--- src/rtl/aes_gcm_pkg.sv ---
// Shared types and widths for the AES-GCM tag sequencer and its block counter.
package aes_gcm_pkg;

  localparam int BLK_BITS = 128;
  localparam int LEN_W    = 64;
  localparam int CNT_W    = 16;

  typedef enum logic [2:0] {
    IDLE      = 3'd0,
    PRIME     = 3'd1,
    ISSUE_AAD = 3'd2,
    ISSUE_CT  = 3'd3,
    LEN_SLOT  = 3'd4,
    WAIT_TAG  = 3'd5,
    TAG_OUT   = 3'd6
  } seq_state_t;

  typedef enum logic [1:0] {
    ERR_NONE     = 2'd0,
    ERR_LEN      = 2'd1,
    ERR_UNDERRUN = 2'd2,
    ERR_TMO      = 2'd3
  } err_code_t;

endpackage

--- src/rtl/aes_gcm_blk_counter.sv ---
// Slot counter for one GCM job; flags the last AAD slot and the last data slot.
module aes_gcm_blk_counter
  import aes_gcm_pkg::*;
(
  input  logic             clk,
  input  logic             rst,
  input  logic             i_clear,
  input  logic             i_inc,
  input  logic [CNT_W-1:0] i_na,
  input  logic [CNT_W-1:0] i_nt,
  output logic             o_last_aad,
  output logic             o_last_data
);

  logic [CNT_W-1:0] r_cnt;
  logic [CNT_W:0]   w_next;

  always_ff @(posedge clk) begin
    if (rst || i_clear) r_cnt <= '0;
    else if (i_inc)     r_cnt <= r_cnt + 1'b1;
  end

  // Compare one ahead in CNT_W+1 bits so NA/NT of 0 or 65535 never wrap.
  assign w_next      = {1'b0, r_cnt} + 1'b1;
  assign o_last_aad  = (w_next == {1'b0, i_na});
  assign o_last_data = (w_next == {1'b0, i_nt});

endmodule

--- src/rtl/aes_gcm_tag_sequencer.sv ---
// Job controller feeding the AES-GCM pipeline: AAD slots, CT slots, length slot, then tag capture/handshake.
module aes_gcm_tag_sequencer
  import aes_gcm_pkg::*;
#(
  parameter int PIPE_LAT  = 8,
  parameter int TMO_SLACK = 4,
  parameter int MAX_BLKS  = 65535
) (
  input  logic                clk,
  input  logic                rst,
  input  logic                i_start,
  input  logic [LEN_W-1:0]    i_aad_len,
  input  logic [LEN_W-1:0]    i_ct_len,
  output logic                o_busy,
  input  logic                i_aad_valid,
  input  logic [BLK_BITS-1:0] i_aad,
  output logic                o_aad_ready,
  input  logic                i_ct_valid,
  input  logic [BLK_BITS-1:0] i_ct,
  output logic                o_ct_ready,
  output logic                o_pipe_valid,
  output logic [BLK_BITS-1:0] o_pipe_aad,
  output logic [BLK_BITS-1:0] o_pipe_ct,
  output logic                o_new_instance,
  output logic [BLK_BITS-1:0] o_instance_size,
  input  logic                i_tag_ready,
  input  logic [BLK_BITS-1:0] i_tag,
  output logic                o_tag_valid,
  output logic [BLK_BITS-1:0] o_tag,
  input  logic                i_tag_ack,
  output logic                o_err,
  output logic [1:0]          o_err_code
);

  localparam int              TMO_W    = $clog2(PIPE_LAT + TMO_SLACK + 1);
  localparam logic [TMO_W-1:0] TMO_INIT = TMO_W'(PIPE_LAT + TMO_SLACK);

  seq_state_t          r_state;
  logic [CNT_W-1:0]    r_na;
  logic [CNT_W-1:0]    r_nt;
  logic                r_first;
  logic [TMO_W-1:0]    r_tmo;
  logic [BLK_BITS-1:0] r_tag;
  logic [BLK_BITS-1:0] r_size;
  err_code_t           r_err_code;

  logic [LEN_W-8:0]    w_na_full;
  logic [LEN_W-8:0]    w_nc_full;
  logic [LEN_W-7:0]    w_nt_full;
  logic                w_len_bad;
  logic                w_start_ok;
  logic                w_issue_aad;
  logic                w_issue_ct;
  logic                w_slot;
  logic                w_last_aad;
  logic                w_last_data;
  logic                w_err;
  err_code_t           w_code;

  // Full-width block counts so oversize lengths are caught before truncation to 16 bits.
  assign w_na_full  = i_aad_len[LEN_W-1:7];
  assign w_nc_full  = i_ct_len[LEN_W-1:7];
  assign w_nt_full  = {1'b0, w_na_full} + {1'b0, w_nc_full};
  assign w_len_bad  = (|(i_aad_len[6:0] | i_ct_len[6:0])) || (w_nt_full > (LEN_W-6)'(MAX_BLKS));
  assign w_start_ok = (r_state == IDLE) && i_start && !w_len_bad;

  assign w_issue_aad = (r_state == ISSUE_AAD) && i_aad_valid;
  assign w_issue_ct  = (r_state == ISSUE_CT) && i_ct_valid;
  assign w_slot      = w_issue_aad || w_issue_ct || (r_state == LEN_SLOT);

  aes_gcm_blk_counter u_cnt (
    .clk         (clk),
    .rst         (rst),
    .i_clear     (w_start_ok),
    .i_inc       (w_issue_aad || w_issue_ct),
    .i_na        (r_na),
    .i_nt        (r_nt),
    .o_last_aad  (w_last_aad),
    .o_last_data (w_last_data)
  );

  always_comb begin
    w_err  = 1'b0;
    w_code = ERR_NONE;
    if (!rst) begin
      case (r_state)
        IDLE:      if (i_start && w_len_bad) begin w_err = 1'b1; w_code = ERR_LEN; end
        ISSUE_AAD: if (!i_aad_valid) begin w_err = 1'b1; w_code = ERR_UNDERRUN; end
        ISSUE_CT:  if (!i_ct_valid) begin w_err = 1'b1; w_code = ERR_UNDERRUN; end
        WAIT_TAG:  if (!i_tag_ready && r_tmo == TMO_W'(1)) begin w_err = 1'b1; w_code = ERR_TMO; end
        default:   ;
      endcase
    end
  end

  always_ff @(posedge clk) begin
    if (rst) begin
      r_state    <= IDLE;
      r_na       <= '0;
      r_nt       <= '0;
      r_first    <= 1'b0;
      r_tmo      <= '0;
      r_tag      <= '0;
      r_size     <= '0;
      r_err_code <= ERR_NONE;
    end else begin
      case (r_state)
        IDLE: if (i_start) begin
          r_size     <= {i_aad_len, i_ct_len};
          r_na       <= w_na_full[CNT_W-1:0];
          r_nt       <= w_nt_full[CNT_W-1:0];
          r_first    <= 1'b1;
          r_err_code <= w_len_bad ? ERR_LEN : ERR_NONE;
          if (!w_len_bad) r_state <= PRIME;
        end
        // Hold off the first slot until its source can deliver, so the pipeline never sees a bubble.
        PRIME: begin
          if (r_na != '0) begin
            if (i_aad_valid) r_state <= ISSUE_AAD;
          end else if (r_nt != '0) begin
            if (i_ct_valid) r_state <= ISSUE_CT;
          end else begin
            r_state <= LEN_SLOT;
          end
        end
        ISSUE_AAD: begin
          if (!i_aad_valid) begin
            r_err_code <= ERR_UNDERRUN;
            r_state    <= IDLE;
          end else if (w_last_aad) begin
            r_state <= w_last_data ? LEN_SLOT : ISSUE_CT;
          end
        end
        ISSUE_CT: begin
          if (!i_ct_valid) begin
            r_err_code <= ERR_UNDERRUN;
            r_state    <= IDLE;
          end else if (w_last_data) begin
            r_state <= LEN_SLOT;
          end
        end
        LEN_SLOT: begin
          r_tmo   <= TMO_INIT;
          r_state <= WAIT_TAG;
        end
        WAIT_TAG: begin
          if (i_tag_ready) begin
            r_tag   <= i_tag;
            r_state <= TAG_OUT;
          end else if (r_tmo == TMO_W'(1)) begin
            r_err_code <= ERR_TMO;
            r_state    <= IDLE;
          end else begin
            r_tmo <= r_tmo - 1'b1;
          end
        end
        TAG_OUT: if (i_tag_ack) r_state <= IDLE;
        default: r_state <= IDLE;
      endcase
      if (w_slot) r_first <= 1'b0;
    end
  end

  assign o_busy          = (r_state != IDLE);
  assign o_aad_ready     = w_issue_aad;
  assign o_ct_ready      = w_issue_ct;
  assign o_pipe_valid    = w_slot;
  assign o_pipe_aad      = w_issue_aad ? i_aad : '0;
  assign o_pipe_ct       = w_issue_ct ? i_ct : '0;
  assign o_new_instance  = w_slot && r_first;
  assign o_instance_size = r_size;
  assign o_tag_valid     = (r_state == TAG_OUT);
  assign o_tag           = r_tag;
  assign o_err           = w_err;
  assign o_err_code      = w_err ? w_code : r_err_code;

endmodule

--- config.mk ---
export PLATFORM = sky130hd
export DESIGN_NAME = aes_gcm_tag_sequencer
export DESIGN_NICKNAME = d
export VERILOG_FILES = /design/src/rtl/aes_gcm_pkg.sv /design/src/rtl/aes_gcm_blk_counter.sv /design/src/rtl/aes_gcm_tag_sequencer.sv
export SDC_FILE = /design/constraint.sdc
export NUM_CORES = 1
export LEC_CHECK = 0
export CAP_MARGIN = 20
export CORE_AREA = 10 10 395 397
export DETAILED_ROUTE_END_ITERATION = 12
export DIE_AREA = 0 0 405 407
export GPL_ROUTABILITY_DRIVEN = 0
export GPL_TIMING_DRIVEN = 0
export PLACE_DENSITY = 0.44
export SYNTH_ARGS = -nofsm -noshare
export SYNTH_HDL_FRONTEND = slang
export SYNTH_SLANG_ARGS = --single-unit
--- constraint.sdc ---
create_clock -name clk -period 13.8 [get_ports clk]
set_input_delay 2.76 -clock clk [delete_from_list [all_inputs] [get_ports clk]]
set_output_delay 2.76 -clock clk [all_outputs]
set_load 0.01 [all_outputs]
==> Word level (Yosys, flattened, before mapping) <==
Cells that the tools add are included.
{ "classes": {"n_lt_le_gt_ge": 1, "bitwise": 1, "addsub": 4, "muxes": 40, "n_reduce_logical": 26, "eq_ne": 22} }
{ "op_table": {"columns": ["op", "n"], "rows": [
  ["128-bit 2-to-1 mux", 2],
  ["57-bit by 57-bit adder with 58-bit output", 1],
  ["58-bit by 16-bit > comparator with 1-bit output, second input constant", 1],
  ["3-bit 2-to-1 mux", 14],
  ["17-bit by 16-bit equality test with 1-bit output", 2],
  ["16-bit nonzero test", 2],
  ["3-bit case mux with 7 select lines", 1],
  ["2-bit 2-to-1 mux", 10],
  ["16-bit by 1-bit adder with 17-bit output, second input constant", 1],
  ["16-bit by 1-bit adder with 16-bit output, second input constant", 1],
  ["2-bit case mux with 4 select lines", 2],
  ["2-bit inequality test, second input constant", 7],
  ["3-bit equality test, second input constant", 3],
  ["3-bit inequality test, second input constant", 3],
  ["4-bit 2-to-1 mux", 2],
  ["4-bit case mux with 2 select lines", 1],
  ["8-bit AND reduction", 1],
  ["1-bit logical AND", 7],
  ["1-bit 2-to-1 mux", 7],
  ["7-bit bitwise OR", 1],
  ["7-bit OR reduction", 1],
  ["3-bit by 2-bit equality test with 1-bit output, second input constant", 2],
  ["6-bit AND reduction", 1],
  ["4-bit by 1-bit equality test with 1-bit output, second input constant", 1],
  ["other kinds (15)", 20]
]} }
{ "totals": {"out_inout_bits": 521, "ff_bits": 314} }

==> Longest topological paths before layout <==
{ "logic_depth": {"word_depth": 8, "depth_mapped": 16} }

==> Cells and area by module <==
From an unflattened synthesis, not the netlist that was laid out.
{ "hier_totals": {"cells_unflattened": 2490, "area_unflattened_um2": 17860.9} }
{ "modules_own_cells": {"columns": ["mod", "cells_each", "area_per_inst_um2", "instances"], "rows": [
  ["aes_gcm_tag_sequencer", 2292, 16290.6, 1],
  ["aes_gcm_blk_counter", 198, 1570.3, 1]
]} }

==> Worst setup path after synthesis <==
OpenSTA, ideal clock, no wires.
{ "synth_timing": {"kind": "input to output", "start": "input i_aad_len[7]", "end": "output o_err_code[0]", "setup_slack_ns": 5.236, "required_ns": 11.040, "t_arrival_ns": 5.804, "path_stages": 15, "cell_sequence": "ha_1 -> inv_1 -> fa_1 -> nor2b_1 -> o311a_1 -> o21bai_1 -> a211oi_2 -> o21ai_1 -> and3_1 -> or4_1 -> nand4b_1 -> nor4_1 -> nand4_2 -> a21oi_1 -> o21ai_0"} }
{ "synth_via": {"elab_chain_len": 8, "word_cells_on_any_way": 11, "classes_between": "1 x add/sub; 1 x order compare; 7 x mux; 2 x reduce/logical"} }
{ "synth_lines": {"columns": ["item", "line", "rtl"], "rows": [
  ["from (decl)", "aes_gcm_tag_sequencer.sv:12", "input logic [LEN_W-1:0] i_aad_len,"],
  ["57-bit by 57-bit adder with 58-bit output (*)", "aes_gcm_tag_sequencer.sv:63", "assign w_nt_full = {1'b0, w_na_full} + {1'b0, w_nc_full};"],
  ["58-bit by 16-bit > comparator with 1-bit output (*)", "aes_gcm_tag_sequencer.sv:64", "assign w_len_bad = (|(i_aad_len[6:0] | i_ct_len[6:0])) || (w_nt_full > (LEN_W-6)'(MAX_BLKS));"],
  ["1-bit logical OR (*)", "aes_gcm_tag_sequencer.sv:64", null],
  ["1-bit logical AND (*)", "aes_gcm_tag_sequencer.sv:87", "IDLE: if (i_start && w_len_bad) begin w_err = 1'b1; w_code = ERR_LEN; end"],
  ["1-bit 2-to-1 mux", "aes_gcm_tag_sequencer.sv:87", null],
  ["2-bit case mux with 4 select lines / 1-bit case mux with 4 select lines (equally long branches)", "aes_gcm_tag_sequencer.sv:86", "case (r_state)"],
  ["2-bit 2-to-1 mux / 1-bit 2-to-1 mux (equally long branches)", "aes_gcm_tag_sequencer.sv:85", "if (!rst) begin"],
  ["2-bit 2-to-1 mux (*)", "aes_gcm_tag_sequencer.sv:175", "assign o_err_code = w_err ? w_code : r_err_code;"],
  ["to (decl)", "aes_gcm_tag_sequencer.sv:32", "output logic [1:0] o_err_code"]
]} }
Mark *: on every way between the ends. The rest lies on a longest branch, timed or not.

==> Worst setup path in the final report <==
{ "layout_timing": {"start": "input i_ct_len[7]", "end": "output o_err_code[1]"} }
{ "layout_via": {"elab_chain_len": 8} }
{ "layout_lines": {"columns": ["item", "line", "rtl"], "rows": [
  ["from (decl)", "aes_gcm_tag_sequencer.sv:13", "input logic [LEN_W-1:0] i_ct_len,"],
  ["57-bit by 57-bit adder with 58-bit output", "aes_gcm_tag_sequencer.sv:63", null],
  ["58-bit by 16-bit > comparator with 1-bit output", "aes_gcm_tag_sequencer.sv:64", null],
  ["1-bit logical OR", "aes_gcm_tag_sequencer.sv:64", null],
  ["1-bit logical AND", "aes_gcm_tag_sequencer.sv:87", null],
  ["1-bit 2-to-1 mux", "aes_gcm_tag_sequencer.sv:87", null],
  ["1-bit case mux with 4 select lines", "aes_gcm_tag_sequencer.sv:86", null],
  ["1-bit 2-to-1 mux", "aes_gcm_tag_sequencer.sv:85", null],
  ["2-bit 2-to-1 mux", "aes_gcm_tag_sequencer.sv:175", null]
]} }
No other way between the ends.

==> results.txt <==
Status - finished, final reports clean
Worst r2r src - u_cnt.r_cnt[1]
Worst Hold Launch - o_instance_size[117]
Vias in the first global route - 22,400
Top Ports - 1,040
Residual DRC - 0
Crit Path Max Fanout - 6
Pre-Repair DR Iteration Count - 5
Routed length on met2 - 77.65 mm
Crit path buf inv count - 3
Comb pwr share - 0.411
RSZ-0062 raised after global routing - false
Dominant synthesized flop cell - dfxtp_1
CP Cell Sequence - clkdlybuf4s50_1, ha_1, inv_1, fa_1, nor2b_1, o311a_1, o21bai_1, a211oi_2, o211ai_1, o21ai_0, a211oi_1, xnor2_1, a2111oi_1, nand4_2, nand3b_1, o2bb2ai_1, clkdlybuf4s50_1
Post-route clock skew - 0.02794 ns
Drt initial violations - 1,906
Aggregate global-route resource usage - 0.1846
Top sig layer - met5
Max VDD drop - 75.58 µV
Via Count - 23,070
Endpoints failing setup - 0
Synth top area share - 0.3423
CP Launch Type - primary input
Area grow syn2layout - 82.74%
Die area - 0.1648 mm²
Syn Inst Count - 2,444
Post-CTS Hold Buffers - 0
Crit-path max cell delay - 0.65 ns
Minimum clock period - 11.51 ns
Clock share of power - 0.306
Routed wire length on met3 - 13.67 mm
Post-DRT Antenna Nets - 0
Nets - 4,115
Net Sw Frac - 0.3970
Skew-Pair Late Insertion Delay - 0.61 ns
Number of H-tree levels - 2
Post-synth net total - 3,024
Initial Utilization - 0.1182
Post-synth ARST share - 0
Slew HR - 0.3165
Final wirelength - 163.0 mm
Seq cells post-synth - 298
Core Box Area - 0.1475 mm²
Max frequency - 0.08686 GHz
Critical path class - primary input to primary output
Initial antenna violation count - 27
Hold/Removal Path Class - flip-flop to flip-flop
FP Rows - 141
Unique masters post-synth - 74
CTS tree - done
CTS resizes - 0
CP max-delay cell - clkdlybuf4s50_1
P_sw - 1.443 mW
Layout cells sized above 1 - 0.03336
Critical Path End Type - primary output
LEAKAGE - 11.23 nW
CTS clk-pin slew, worst paths - 0.06 ns
CP required - 11.04 ns
Measured slew at the worst slew-check pin - 1.025 ns
Die width - 405 µm
Critical path origin - i_ct_len[7]
Most frequent CP cell - clkdlybuf4s50_1
Final hold vios - 0
Maxcap violations - 0
Synth area leaders - dfxtp_1 (34%), nand2_1 (14%), a21oi_1 (11%)
Cell family with most CP delay - compound AO/OA/AOI/OAI gates
Period utilization - 0.8343
Tot Pwr - 3.635 mW
Part of the power in registers - 0.283
Vias per cell - 4.188
Met1 Wirelength - 65.81 mm
CTS Root Buffer Type - clkbuf_16
Final Slew Violations - 0
Port bufs - 1,039
Largest net degree at the start of global routing - 13
Number of synthesized flops with an enable pin - 0
Pwr Density - 114.1 mW/mm²
Global route total overflow - 0
Global-route wire length before repair - 210.5 mm
Synth area leader - dfxtp_1
Setup Fix Bufs, Post-CTS - 0
Setup_tns - 0 ns
Sequential-to-total area share from yosys stat - 0.3423
Pint - 2.192 mW
CTS Buffer Depth - 3
WP data arrival - 8.75 ns
WL/cell - 29.60 µm
Sink Count - 298
Die height - 407 µm
Yosys warning count - 0
CTS Buf Count - 41
Synthesized cell area - 0.01743 mm²
DPL Wire Length - 142.7 mm
Avg Synthesized Cell Area - 7.132 µm²
## metrics by stage
stage / hold slack (ns) / instances / area [µm²] / util / worst slack (ns)
after floorplan: 0.4507 / 2444 / 17430 / - / 5.236
after global placement: 0.4403 / 5413 / 30250 / 0.2051 / 1.243
after detailed placement: 0.4453 / 5422 / 30460 / 0.2065 / 2.342
after CTS: 0.4532 / 5497 / 31830 / 0.2158 / 2.327
after global routing: 0.4732 / 5499 / 31830 / 0.2158 / 2.012
final: 0.4516 / 5508 / 31850 / 0.2160 / 2.287
## cells in the mapped netlist (all sizes together), types with 12 or more instances
cell	instances
xnor2	54
buf	21
nor2b	17
a31oi	12
nand3	31
and3	142
nor4	28
nor3	43
o211ai	14
nand2	643
ha	60
nor2	92
a211oi	14
clkbuf	159
o21ai	61
and2	136
a21oi	367
a21o	12
o21a	27
dfxtp	298
nand4	51
inv	19
xor2	34
## metal layers
metal	global-route usage	up-vias
met2	0.3136	1133
met1	0.2221	11180
met4	0.06239	4
li1	-	10610
met3	0.05261	144
met5	0	-
## power groups by stage
| stage | Sequential, mW | Combinational (mW) | Clock [mW] |
|---|---|---|---|
| floorplan | 1.06 | 0.590 | 0 |
| global placement | 1.04 | 1.47 | 0 |
| detailed placement | 1.05 | 1.50 | 0 |
| CTS | 1.03 | 1.51 | 1.16 |
| global route | 1.04 | 1.61 | 1.18 |
| finish | 1.03 | 1.50 | 1.11 |
## registers in the layout, summed over array words and instances (netlist names)
register / cells
r_tmo: 4
r_na: 15
r_err_code: 2
u_cnt.r_cnt: 16
r_first: 1
o_tag: 128
o_instance_size: 113
r_nt: 16
r_state: 3
## final timing paths
path | end | slack [ns] | cells past startpoint
min | o_instance_size[117] | 0.45 | 2
max reg2reg | r_state[0] | 9.85 | 14
min reg2reg | o_instance_size[117] | 0.45 | 2
max | o_err_code[1] | 2.29 | 17
## cells by family after synthesis
logic type | count (synthesis) | synth area share
and+or+nand+nor | 1229 | 0.3362
buffers and inverters | 199 | 0.04494
AOI/OAI and AO/OA | 562 | 0.1841
adders and majority gates | 61 | 0.04422
xor gates and xnor gates | 88 | 0.04422
muxes | 7 | 0.004020
DFF | 298 | 0.3423
## layout make-up
| class | count | area [µm²] |
|---|---|---|
| Fill cell | 16730 | 115600 |
| Multi-Input combinational cell | 1947 | 10690 |
| Timing Repair Buffer | 1048 | 10590 |
| Sequential cell | 298 | 5966 |
| Tap cell | 1930 | 2415 |
| Clock buffer | 63 | 1219 |
| Buffer | 180 | 719.4 |
| Clock inverter | 12 | 151.4 |
| Inverter | 19 | 71.32 |
| Antenna cell | 11 | 27.53 |
## worst reg2reg max path: stages, from the launching register on
cell and delay [ns]:
dfxtp_1 0.39, ha_1 0.24, nand3_1 0.19, nor3_1 0.44, and3_1 0.28, and3_1 0.17, buf_2 0.19, nand3_1 0.13
xor2_1 0.28, xnor2_1 0.10, nor4_1 0.60, nor2_1 0.16, a211oi_4 0.31, nor3b_2 0.25, a2111oi_2 0.07
## placed cells by master (no fill, tap or decap), types with 7 or more instances in the layout
master           instances
o22ai_1                  8
o2111ai_1                7
xnor2_1                 54
inv_1                   19
nand4_1                 49
o21a_1                  27
and3_1                 142
and2_1                 135
clkbuf_16               41
or3_1                   10
diode_2                 11
buf_2                   14
a211oi_1                12
nor4_1                  24
xor2_1                  34
nor2b_1                 17
nand2_1                643
nand3_1                 30
a21o_1                  12
dfxtp_1                298
clkbuf_1               164
a21oi_1                367
nor2_1                  88
o21bai_1                 7
nor3_1                  42
clkbuf_8                11
ha_1                    60
mux2i_1                  7
nand2b_1                10
clkdlybuf4s50_1       1039
and4_1                   9
o211ai_1                14
a31oi_1                 12
o21ai_0                 56
Power figures use the tool's default switching activity.
